File: src/rtl/bounce_pkg.sv
// Shared types and constants for the contact-bounce emulator.
// Holds the FSM state, the LFSR feedback mask and the saturating glitch counter helper.
package bounce_pkg;

  typedef enum logic {
    IDLE   = 1'b0,
    BOUNCE = 1'b1
  } state_e;

  localparam logic [15:0] LFSR_TAPS = 16'hB400;
  localparam int          GLITCH_W  = 8;
  localparam logic [GLITCH_W-1:0] GLITCH_MAX = '1;

  // Adds one toggle to a glitch tally, sticking at the all-ones ceiling.
  function automatic logic [GLITCH_W-1:0] sat_inc(input logic [GLITCH_W-1:0] v,
                                                  input logic               inc);
    return (inc && (v != GLITCH_MAX)) ? v + GLITCH_W'(1) : v;
  endfunction

endpackage

File: src/rtl/lfsr16.sv
// Free-running 16-bit Galois LFSR used as the bounce noise source.
// A zero seed would lock the register at zero, so it is promoted to 1.
module lfsr16
  import bounce_pkg::*;
(
  input  logic        clk,
  input  logic        rst_n,
  input  logic [15:0] seed,
  output logic [15:0] q
);

  logic [15:0] w_seed;
  logic [15:0] r_q;

  assign w_seed = (seed == 16'h0000) ? 16'h0001 : seed;

  always_ff @(posedge clk or negedge rst_n) begin
    if (!rst_n) begin
      r_q <= w_seed;
    end else begin
      r_q <= r_q[0] ? ((r_q >> 1) ^ LFSR_TAPS) : (r_q >> 1);
    end
  end

  assign q = r_q;

endmodule

File: src/rtl/bounce_gen.sv
// Switch-bounce emulator: turns each clean level change into BOUNCE_CYCLES edges of
// LFSR noise before settling, and reports how many times the output toggled.
module bounce_gen
  import bounce_pkg::*;
#(
  parameter int unsigned BOUNCE_CYCLES = 64,
  parameter logic [15:0] LFSR_SEED     = 16'hACE1
) (
  input  logic                clk,
  input  logic                rst_n,
  input  logic                enable,
  input  logic                clean_in,
  output logic                bounce_out,
  output logic                busy,
  output logic                done,
  output logic [GLITCH_W-1:0] glitch_count
);

  localparam logic [15:0] CNT_LOAD = 16'(BOUNCE_CYCLES - 1);

  state_e              r_state, w_state_nxt;
  logic                r_level, w_level_nxt;
  logic                r_target, w_target_nxt;
  logic [15:0]         r_cnt, w_cnt_nxt;
  logic                r_bounce, w_bounce_nxt;
  logic [GLITCH_W-1:0] r_acc, w_acc_nxt;
  logic                r_done, w_done_nxt;
  logic [GLITCH_W-1:0] r_gc, w_gc_nxt;
  logic                w_noise;
  logic [14:0]         w_lfsr_unused;

  lfsr16 u_lfsr (
    .clk   (clk),
    .rst_n (rst_n),
    .seed  (LFSR_SEED),
    .q     ({w_lfsr_unused, w_noise})
  );

  // NOTE: every next value defaults to its current register first, so no path infers a latch.
  always_comb begin
    w_state_nxt  = r_state;
    w_level_nxt  = r_level;
    w_target_nxt = r_target;
    w_cnt_nxt    = r_cnt;
    w_bounce_nxt = r_bounce;
    w_acc_nxt    = r_acc;
    w_done_nxt   = 1'b0;
    w_gc_nxt     = r_gc;

    if (!enable) begin
      w_state_nxt  = IDLE;
      w_bounce_nxt = clean_in;
      w_level_nxt  = clean_in;
    end else begin
      case (r_state)
        IDLE: begin
          if (clean_in != r_level) begin
            w_state_nxt  = BOUNCE;
            w_target_nxt = clean_in;
            w_cnt_nxt    = CNT_LOAD;
            w_bounce_nxt = ~r_level;
            w_acc_nxt    = GLITCH_W'(1);
          end
        end
        BOUNCE: begin
          // A new clean level wins over settling, even on the last counted edge.
          if (clean_in != r_target) begin
            w_target_nxt = clean_in;
            w_cnt_nxt    = CNT_LOAD;
            w_bounce_nxt = w_noise;
          end else if (r_cnt == '0) begin
            w_state_nxt  = IDLE;
            w_bounce_nxt = r_target;
            w_level_nxt  = r_target;
            w_done_nxt   = 1'b1;
            w_gc_nxt     = sat_inc(r_acc, r_target != r_bounce);
          end else begin
            w_bounce_nxt = w_noise;
            w_cnt_nxt    = r_cnt - 16'd1;
            w_acc_nxt    = sat_inc(r_acc, w_noise != r_bounce);
          end
        end
        default: w_state_nxt = IDLE;
      endcase
    end
  end

  // NOTE: registers update with non-blocking assignments so every next value is computed from pre-edge state.
  always_ff @(posedge clk or negedge rst_n) begin
    if (!rst_n) begin
      r_state  <= IDLE;
      r_level  <= 1'b0;
      r_target <= 1'b0;
      r_cnt    <= '0;
      r_bounce <= 1'b0;
      r_acc    <= '0;
      r_done   <= 1'b0;
      r_gc     <= '0;
    end else begin
      r_state  <= w_state_nxt;
      r_level  <= w_level_nxt;
      r_target <= w_target_nxt;
      r_cnt    <= w_cnt_nxt;
      r_bounce <= w_bounce_nxt;
      r_acc    <= w_acc_nxt;
      r_done   <= w_done_nxt;
      r_gc     <= w_gc_nxt;
    end
  end

  assign bounce_out   = r_bounce;
  assign busy         = (r_state == BOUNCE);
  assign done         = r_done;
  assign glitch_count = r_gc;

endmodule

File: config.mk
export PLATFORM = sky130hd
export DESIGN_NAME = bounce_gen
export DESIGN_NICKNAME = d
export VERILOG_FILES = /design/src/rtl/bounce_pkg.sv /design/src/rtl/lfsr16.sv /design/src/rtl/bounce_gen.sv
export SDC_FILE = /design/constraint.sdc
export NUM_CORES = 1
export LEC_CHECK = 0
export ABC_AREA = 1
export CAP_MARGIN = 25
export CORE_MARGIN = 8
export CORE_UTILIZATION = 60
export CTS_BUF_LIST = sky130_fd_sc_hd__clkbuf_16
export DETAILED_ROUTE_END_ITERATION = 6
export HOLD_SLACK_MARGIN = 0.03
export PLACE_DENSITY = 0.8
export SLEW_MARGIN = 20
export SYNTH_ARGS = -nofsm -noshare
export SYNTH_HDL_FRONTEND = slang
export SYNTH_SLANG_ARGS = --single-unit
File: constraint.sdc
create_clock -name clk -period 1.95 [get_ports clk]
set_input_delay 0.39 -clock clk [delete_from_list [all_inputs] [get_ports clk]]
set_output_delay 0.39 -clock clk [all_outputs]
set_load 0.03 [all_outputs]
==> results of run 1 <==
## sequential cells by signal (all words and copies together) (netlist names), 8 cells and up
register,cells
r_cnt,16
u_lfsr.q,16
r_acc,8
glitch_count,8
## routing by layer
| metal | global-route usage, % | vias up |
|---|---|---|
| met1 | 24.24 | 1091 |
| met5 | 0 | - |
| met2 | 25.36 | 73 |
| met3 | 3.764 | 4 |
| li1 | - | 1172 |
| met4 | 5.178 | 0 |
## power by group through the flow
stage          clock [W]  sequential (W)  combinational (W)
2_1_floorplan          0         0.00123           0.000354
3_3_place_gp           0         0.00123           0.000483
3_5_place_dp           0         0.00123           0.000493
4_1_cts         0.000896         0.00121           0.000496
5_1_grt         0.000934         0.00122           0.000556
6_report        0.000883         0.00122           0.000497
## final timing paths
| check | start | end | slack [ps] | depth (start not counted) |
|---|---|---|---|---|
| min in group clk | u_lfsr.q[8] | u_lfsr.q[7] | 350 | 0 |
| max in group asynchronous | rst_n | u_lfsr.q[5] | 1580 | 2 |
| setup / recovery | bounce_out | bounce_out | 130 | 1 |
| hold reg to reg | u_lfsr.q[8] | u_lfsr.q[7] | 350 | 0 |
| hold / removal | rst_n | r_cnt[1] | 80 | 2 |
| setup reg to reg | r_cnt[0] | r_cnt[12] | 140 | 11 |
## final cells by class
class	instances	area share [%]
clock buffers	5	3.817
clock inverters	3	0.8015
inverters	32	3.740
multi-input cells	261	40.76
flip-flops and latches	53	40.76
well taps	54	2.061
repair buffers	28	8.053
## logic make-up (layout without fill, tap and decap cells)
| family | Yosys count | after routing | synth area share [%] |
|---|---|---|---|
| and+or+nand+nor | 217 | 217 | 35.30 |
| AOI/OAI and AO/OA | 28 | 28 | 6.080 |
| buffers and inverters | 43 | 68 | 6.736 |
| xor gates and xnor gates | 14 | 14 | 4.287 |
| DFF | 53 | 53 | 46.72 |
| adders and majority gates | 2 | 2 | 0.8748 |
## per-stage QoR
stage / hold WS, ps / cell area, um^2 / instances / util (%) / power [W]
after floorplan: 94.41 / 2860 / 357 / - / 0.001585
after detailed placement: 334.7 / 3123 / 428 / 67.01 / 0.001727
after CTS: 92.96 / 3273 / 436 / 70.23 / 0.002606
final: 77.96 / 3278 / 436 / 70.34 / 0.002596
after global placement: 336.5 / 3123 / 428 / 67.01 / 0.001714
after global routing: 98.52 / 3278 / 436 / 70.34 / 0.002713
## cells in the final DEF (no fill, tap or decap), drive strengths merged
cell / netlist / layout
xor2: 11 / 11
inv: 30 / 31
clkdlybuf4s50: 0 / 12
xnor2: 3 / 3
a22oi: 1 / 1
or2: 2 / 2
buf: 10 / 15
nor3: 1 / 1
nand3: 29 / 29
dfstp: 8 / 8
ha: 2 / 2
nand2: 127 / 127
o21ai: 25 / 25
dlygate4sd2: 0 / 1
nor2: 47 / 47
clkbuf: 1 / 5
nand4: 9 / 9
a21oi: 2 / 2
clkinv: 2 / 4
nand3b: 2 / 2
dfrtp: 45 / 45
==> results.cfg, run 1 <==
[final_layout]
drive_gt1_share_pct = 17.54
num-fill-cells = 359
n_antenna_cell = 0
seqCellArea_um2 = 1336
multi_input_area_um2 = 1336
area_growth_pct = 14.61
finalNetCount = 387

[timing]
tightestPinTransition_ps = 351.7
max-slew-margin-rel_pct = 76.47
setup_tns_ps = 0
fin_crit_sh_pct = 93.10
clock_skew_ps = 3.108
fmax_mhz = 550.8
setup_viol = 0
setup_ws_ps = 134.5
rsz0062_at_grt = false
final.min_clock_period_ps = 1815
drv_slew = 0
hold_viol_final = 0

[synth]
ys.flop_type = dfrtp_1
yosys.area.top_type = dfrtp_1
synthesis.nets = 363
yosysUniqueCellTypes = 32
yosysMostFrequentCell = nand2_1
ys_seq_elements = 53
synth_cells = 357
synth_edf_count = 0
yosys_warnings = 0
ys_seq_area_share_pct = 46.72
async_reset_ff_share_pct = 100.0
syn_area_um2 = 2860
syn-mean-instance-area_um2 = 8.012
netlist.area_leader.share_pct = 39.37
ys_top_cells_by_count = 122 x nand2_1, 45 x dfrtp_1, 39 x nor2_1
yosys-top-cells-area = dfrtp_1 39%, nand2_1 16%, dfstp_2 7.3%

[global_route]
grt_overflow_total = 0
grt_usage_pct = 17.14
grt_max_degree = 54
grt_pass1_wl_mm = 10.07
antenna_found_initial = 0
grt_pass1_vias = 2175

[power]
pwr-share-seq_pct = 46.8
swShare_pct = 29.95
powerDensity_nw_per_um2 = 792.0
pwr-share-comb_pct = 19.1
p_clk_share_pct = 34.0
switchingPower_w = 0.0007776
vdd_ir_drop_max_v = 0.0005200
intPower_w = 0.001819
p_leak_nw = 1.684

[hold_path]
hold_path_class = in -> async

[clock_tree]
clockRootBuffer = clkbuf_16
numClockSinks = 53
ctsResizeCount = 1
clockBufferDepth = 2
cts_buffers = 5
insertion_delay_ps = 290
h-tree-depth = 2
clk_pin_slew_ps = 70
cts_hold_buf = 0
cts_tree = yes
postCtsSetupBuffers = 0

[detailed_routing]
vias = 2340
dr_wl_met2_mm = 2.586
dr_wl_met3_um = 389
drtAntennaViolNets = 0
firstDrtPassIters = 5
drt_wl_total_mm = 5.888
drc_errors = 0
vias_per_cell = 5.367
m1WireLength_mm = 2.861
wl_per_cell_um = 13.50
drtIter0Drc = 290
routed.top_layer = met4

[worst_setup_path]
worstPathMaxFanout = 4
arrival_ps = 1430
critPathKind = reg -> out
worstSetupEndpointType = output port
required_ps = 1560
critPathBufInv = 1
crit_path_start_kind = flop
cp_top_family = buffers and inverters
slowest_delay_ps = 710
crit_chain = clkdlybuf4s50_1
critPathSlowestCell = clkdlybuf4s50_1

[run]
maxCapViolCount = 0

[placement]
pre_cts_ws_ps = -28.98
numPortBuffers = 14
place.gp.congestion = 0.9149
dp_hpwl_mm = 4.240

[status]
status = completed

[floorplanning]
core_area_um2 = 4661
die_x_um = 85.05
die_h_um = 85.05
placementRows = 25
initial_utilization_pct = 61.37
io_pins = 15
die_area_um2 = 7233
(Power assumes the default switching activity.)
==> inputs of run 2 (changes only) <==
--- a/config.mk
+++ b/config.mk
@@ -14,4 +14,5 @@
 export HOLD_SLACK_MARGIN = 0.03
 export PLACE_DENSITY = 0.8
+export SKIP_CTS_REPAIR_TIMING = 1
 export SLEW_MARGIN = 20
 export SYNTH_ARGS = -nofsm -noshare
==> constraint.sdc (replaced) <==
create_clock -name clk -period 1.95 [get_ports clk]
set_input_delay 0.39 -clock clk [delete_from_list [all_inputs] [get_ports clk]]
set_output_delay 0.39 -clock clk [all_outputs]
set_load 0.1 [all_outputs]
==> results.cfg, run 2 (synthesis gave the netlist of run 1 again) <==
[global_route]
grt_pass1_wl_mm = 10.36
antenna_found_initial = 0
grt_overflow_total = 0
grt_usage_pct = 17.78
grt_max_degree = 32
grt_pass1_vias = 2227

[placement]
dp_hpwl_mm = 4.318
place.gp.congestion = 0.9389
numPortBuffers = 14
placedInstanceArea_um2 = 3109
pre_cts_ws_ps = 2.337

[clock_tree]
insertion_delay_ps = 290
numClockSinks = 53
h-tree-depth = 2
clockBufferDepth = 2
clockRootBuffer = clkbuf_16
cts_tree = yes
clk_pin_slew_ps = 70
cts_buffers = 5

[final_layout]
multi_input_area_um2 = 1349
drive_gt1_share_pct = 21.73
final_cell_mix = 122 x nand2_1, 44 x dfrtp_1, 36 x nor2_1, 24 x inv_1, 23 x nand3_1
finalNetCount = 387
num-fill-cells = 372
seqCellArea_um2 = 1338
finalInstanceArea_um2 = 3281
layout_commonest_cell = nand2_1
n_antenna_cell = 0
area_growth_pct = 14.70

[worst_setup_path]
required_ps = 2180
worstSetupEndpointType = flop
critPathKind = reg -> reg
crit_path_start_kind = flop
worstPathMaxFanout = 9
arrival_ps = 2050
rr_worst_depth = 10

[floorplanning]
die_area_um2 = 7233
placementRows = 25
initial_utilization_pct = 61.37
die_h_um = 85.05
core_area_um2 = 4661
io_pins = 15
die_x_um = 85.05

[timing]
setup_ws_ps = 135.9
tightestPinTransition_ps = 397.2
drv_slew = 0
fin_crit_sh_pct = 93.03
hold_viol_final = 0
max-slew-margin-rel_pct = 73.42
clock_skew_ps = 5.088
rsz0062_at_grt = true
final.min_clock_period_ps = 1814
whs_ps = 78.72
fmax_mhz = 551.2
setup_viol = 0

[run]
maxCapViolCount = 0

[status]
status = completed

[hold_path]
hold_path_class = in -> async

[detailed_routing]
vias_per_cell = 5.468
drc_errors = 0
wl_per_cell_um = 13.84
drt_wl_total_mm = 6.033
firstDrtPassIters = 5
drtAntennaViolNets = 0
vias = 2384
drtIter0Drc = 234

[power]
powerDensity_nw_per_um2 = 809.3
p_leak_nw = 1.703
vdd_ir_drop_max_v = 0.0005899
[run 2: cell count changes in the layout (fill, tap and decap cells not counted), moves of 3 or more]
cell	before	now
nor2_2	2	5
nor2_1	39	36
buf_4	12	22
clkdlybuf4s50_1	12	2
[run 2: final timing paths]
| path | start | end | slack (ps) |
|---|---|---|---|
| setup / recovery | r_cnt[0] | r_acc[4] | 140 |
| hold / removal | rst_n | r_cnt[5] | 80 |
| setup reg to reg | r_cnt[0] | r_acc[4] | 140 |
| hold reg to reg | u_lfsr.q[9] | u_lfsr.q[8] | 350 |
| max in group asynchronous | rst_n | u_lfsr.q[6] | 1510 |
| min in group clk | u_lfsr.q[9] | u_lfsr.q[8] | 350 |
[run 2: power by group]
part	internal [W]	leakage, nW	switching, W	total [W]
Clock	0.000492	0.0763	0.000417	0.000910
Combinational	0.000186	0.946	0.000342	0.000527
Sequential	0.00115	0.681	0.0000653	0.00122
[run 2: critical path: stages, from the launching register on]
cell	delay (ps)
dfrtp_1	420
inv_1	90
ha_1	240
nand3_2	210
nor2_4	230
nand2_1	130
nand3_2	100
nand2_4	90
nand2_4	110
nand2_1	60
nand2_1	70
[run 2: final cells by class]
cell class	instances	share of cell area, %
Clock buffer	5	3.814
Clock inverter	3	0.8772
Inverter	32	3.738
Multi-Input combinational cell	261	41.11
Sequential cell	53	40.77
Tap cell	54	2.059
Timing Repair Buffer	28	7.628
[run 2: stage by stage]
stage / setup TNS, ps / power [W] / instances / util (%)
after global placement: 0 / 0.001748 / 428 / 66.71
after global routing: -0.9956 / 0.002789 / 436 / 70.39
after detailed placement: 0 / 0.001756 / 428 / 66.71
after CTS: 0 / 0.002668 / 436 / 70.01
after floorplan: 0 / 0.001612 / 357 / -
final: 0 / 0.002655 / 436 / 70.39
[run 2: routing by layer]
layer | part of all wire [%] | GRT usage (%) | up-vias
li1 | - | - | 1172
met1 | 46 | 23.95 | 1129
met2 | 46 | 27.06 | 70
met3 | 6.5 | 4.151 | 13
met4 | 1.6 | 6.472 | 0
met5 | 0 | 0 | -
==> inputs of run 3 (changes only) <==
Settings changed: ABC_AREA 1 to not set, CORE_UTILIZATION 60 to 59, CTS_CLUSTER_SIZE set to 12, PLACE_DENSITY 0.8 to 0.79.
==> results.cfg, run 3 <==
[status]
status = finished, violations left
violations = setup timing

[worst_setup_path]
reg2reg_from = r_cnt[0]
arrival_ps = 2400
required_ps = 2120
worstPathMaxFanout = 5
crit_start = r_cnt[0]
critPathKind = reg -> reg
worstSetupEndpointType = flop
crit_path_start_kind = flop

[clock_tree]
clockBufferDepth = 2
insertion_delay_ps = 290
clk_pin_slew_ps = 70
clockRootBuffer = clkbuf_16
numClockSinks = 53
h-tree-depth = 2
cts_tree = yes
cts_buffers = 5

[synth]
yosys.area.top_type = dfrtp_1
yosys_warnings = 0
yosysUniqueCellTypes = 55
netlist.area_leader.share_pct = 42.35
yosys-top-cells-area = dfrtp_1 42%, dfstp_2 7.9%, nand2_1 4.5%
async_reset_ff_share_pct = 100.0
synth_cells = 274
ys.flop_type = dfrtp_1
yosysMostFrequentCell = dfrtp_1
synth_edf_count = 0
ys_seq_area_share_pct = 50.26
syn_area_um2 = 2659
ys_seq_elements = 53
ys_top_cells_by_count = 45 x dfrtp_1, 32 x nand2_1, 19 x o21ai_0
syn-mean-instance-area_um2 = 9.704
synthesis.nets = 280

[timing]
fmax_mhz = 448.4
tightestPinTransition_ps = 420.4
max-slew-margin-rel_pct = 71.85
hold_viol_final = 0
clock_skew_ps = 3.521
whs_ps = 73.25
final.min_clock_period_ps = 2230
fin_crit_sh_pct = 114.4
setup_viol = 27
rsz0062_at_grt = true
drv_slew = 0
setup_ws_ps = -280.3

[power]
pwr-share-seq_pct = 45.3
p_leak_nw = 1.540
pwr-share-comb_pct = 22.7
p_clk_share_pct = 32.1
swShare_pct = 31.40
switchingPower_w = 0.0008779
vdd_ir_drop_max_v = 0.0005674
powerDensity_nw_per_um2 = 772.1
intPower_w = 0.001918

[global_route]
grt_usage_pct = 18.37
antenna_found_initial = 0
grt_max_degree = 54
grt_pass1_wl_mm = 10.70
grt_pass1_vias = 2236
grt_overflow_total = 0

[final_layout]
layout_commonest_cell = buf_4
finalNetCount = 346
final_cell_mix = 55 x buf_4, 43 x dfrtp_1, 25 x nand2_1, 17 x nor2_1, 16 x o21ai_1
finalInstanceArea_um2 = 3621
area_growth_pct = 36.19
drive_gt1_share_pct = 38.71
n_antenna_cell = 0
num-fill-cells = 252

[detailed_routing]
drtAntennaViolNets = 0
firstDrtPassIters = 5
vias_per_cell = 6.346
drt_wl_total_mm = 7.216
drtIter0Drc = 292
drc_errors = 0
vias = 2494
wl_per_cell_um = 18.36

[placement]
placedInstanceArea_um2 = 3207
place.gp.congestion = 0.8862
dp_hpwl_mm = 4.243
numPortBuffers = 14

[floorplanning]
core_area_um2 = 4354
die_area_um2 = 6911
io_pins = 15
die_h_um = 83.13
placementRows = 24
initial_utilization_pct = 61.06
die_x_um = 83.13

[hold_path]
hold_path_class = in -> async

[run]
maxCapViolCount = 0
-- run 3: power by group through the flow --
| stage | Clock [W] | Combinational (W) | Sequential, W |
|---|---|---|---|
| final | 0.000897 | 0.000634 | 0.00127 |
| after global routing | 0.000952 | 0.000689 | 0.00127 |
| after CTS | 0.000904 | 0.000550 | 0.00125 |
| after detailed placement | 0 | 0.000545 | 0.00127 |
| after global placement | 0 | 0.000533 | 0.00127 |
| after floorplan | 0 | 0.000305 | 0.00128 |
-- run 3: cell families after synthesis --
logic type / count (synthesis) / synth area share [%]
compound gates: 66 / 15.67
flops: 53 / 50.26
mux: 5 / 1.929
buf+inv: 22 / 3.576
fa+ha+maj: 2 / 0.9410
xor+xnor: 15 / 4.941
simple gates: 111 / 22.68
-- run 3: cell type report --
type | instances | area, um^2 | share of cell area (%)
clock buffers | 5 | 125.1 | 3.455
clock inverters | 3 | 25.02 | 0.6911
inverters | 8 | 30.03 | 0.8293
multi-input cells | 200 | 1410 | 38.94
flip-flops and latches | 53 | 1341 | 37.04
well taps | 52 | 65.06 | 1.797
repair buffers | 72 | 624.3 | 17.24
-- run 3: final timing paths --
check / cells after the start / endpoint / slack [ps]
max reg2reg: 7 / r_acc[2] / -280
max: 7 / r_acc[2] / -280
min reg2reg: 0 / u_lfsr.q[7] / 350
min in group clk: 0 / u_lfsr.q[7] / 350
max in group asynchronous: 2 / u_lfsr.q[11] / 1580
min: 2 / glitch_count[1] / 70
-- run 3: worst max-delay path, stage by stage (launching register included) --
cell	delay (ps)
dfrtp_1	390
inv_2	70
ha_4	130
or4b_4	490
or4_4	600
nand2b_4	130
nor3_2	50
a211o_1	240
-- run 3: metrics by stage --
stage | setup TNS, ps | instances | worst slack (ps) | util, % | power (W)
finish | -3135 | 393 | -280.3 | 83.16 | 0.002796
global route | -5372 | 393 | -358.2 | 83.16 | 0.002912
CTS | -4673 | 384 | -268.9 | 77.10 | 0.002704
detailed placement | -6089 | 376 | -316.4 | 73.65 | 0.001814
global placement | -4444 | 376 | -246.0 | 73.65 | 0.001799
floorplan | -916.1 | 274 | -160.6 | - | 0.001583
-- run 3: metal layers --
layer,up-vias,track usage (%),wire length [um]
met1,1198,23.18,2889
met3,34,5.176,463
met5,-,0,0
met2,138,30.06,3678
li1,1124,-,-
met4,0,4.633,185
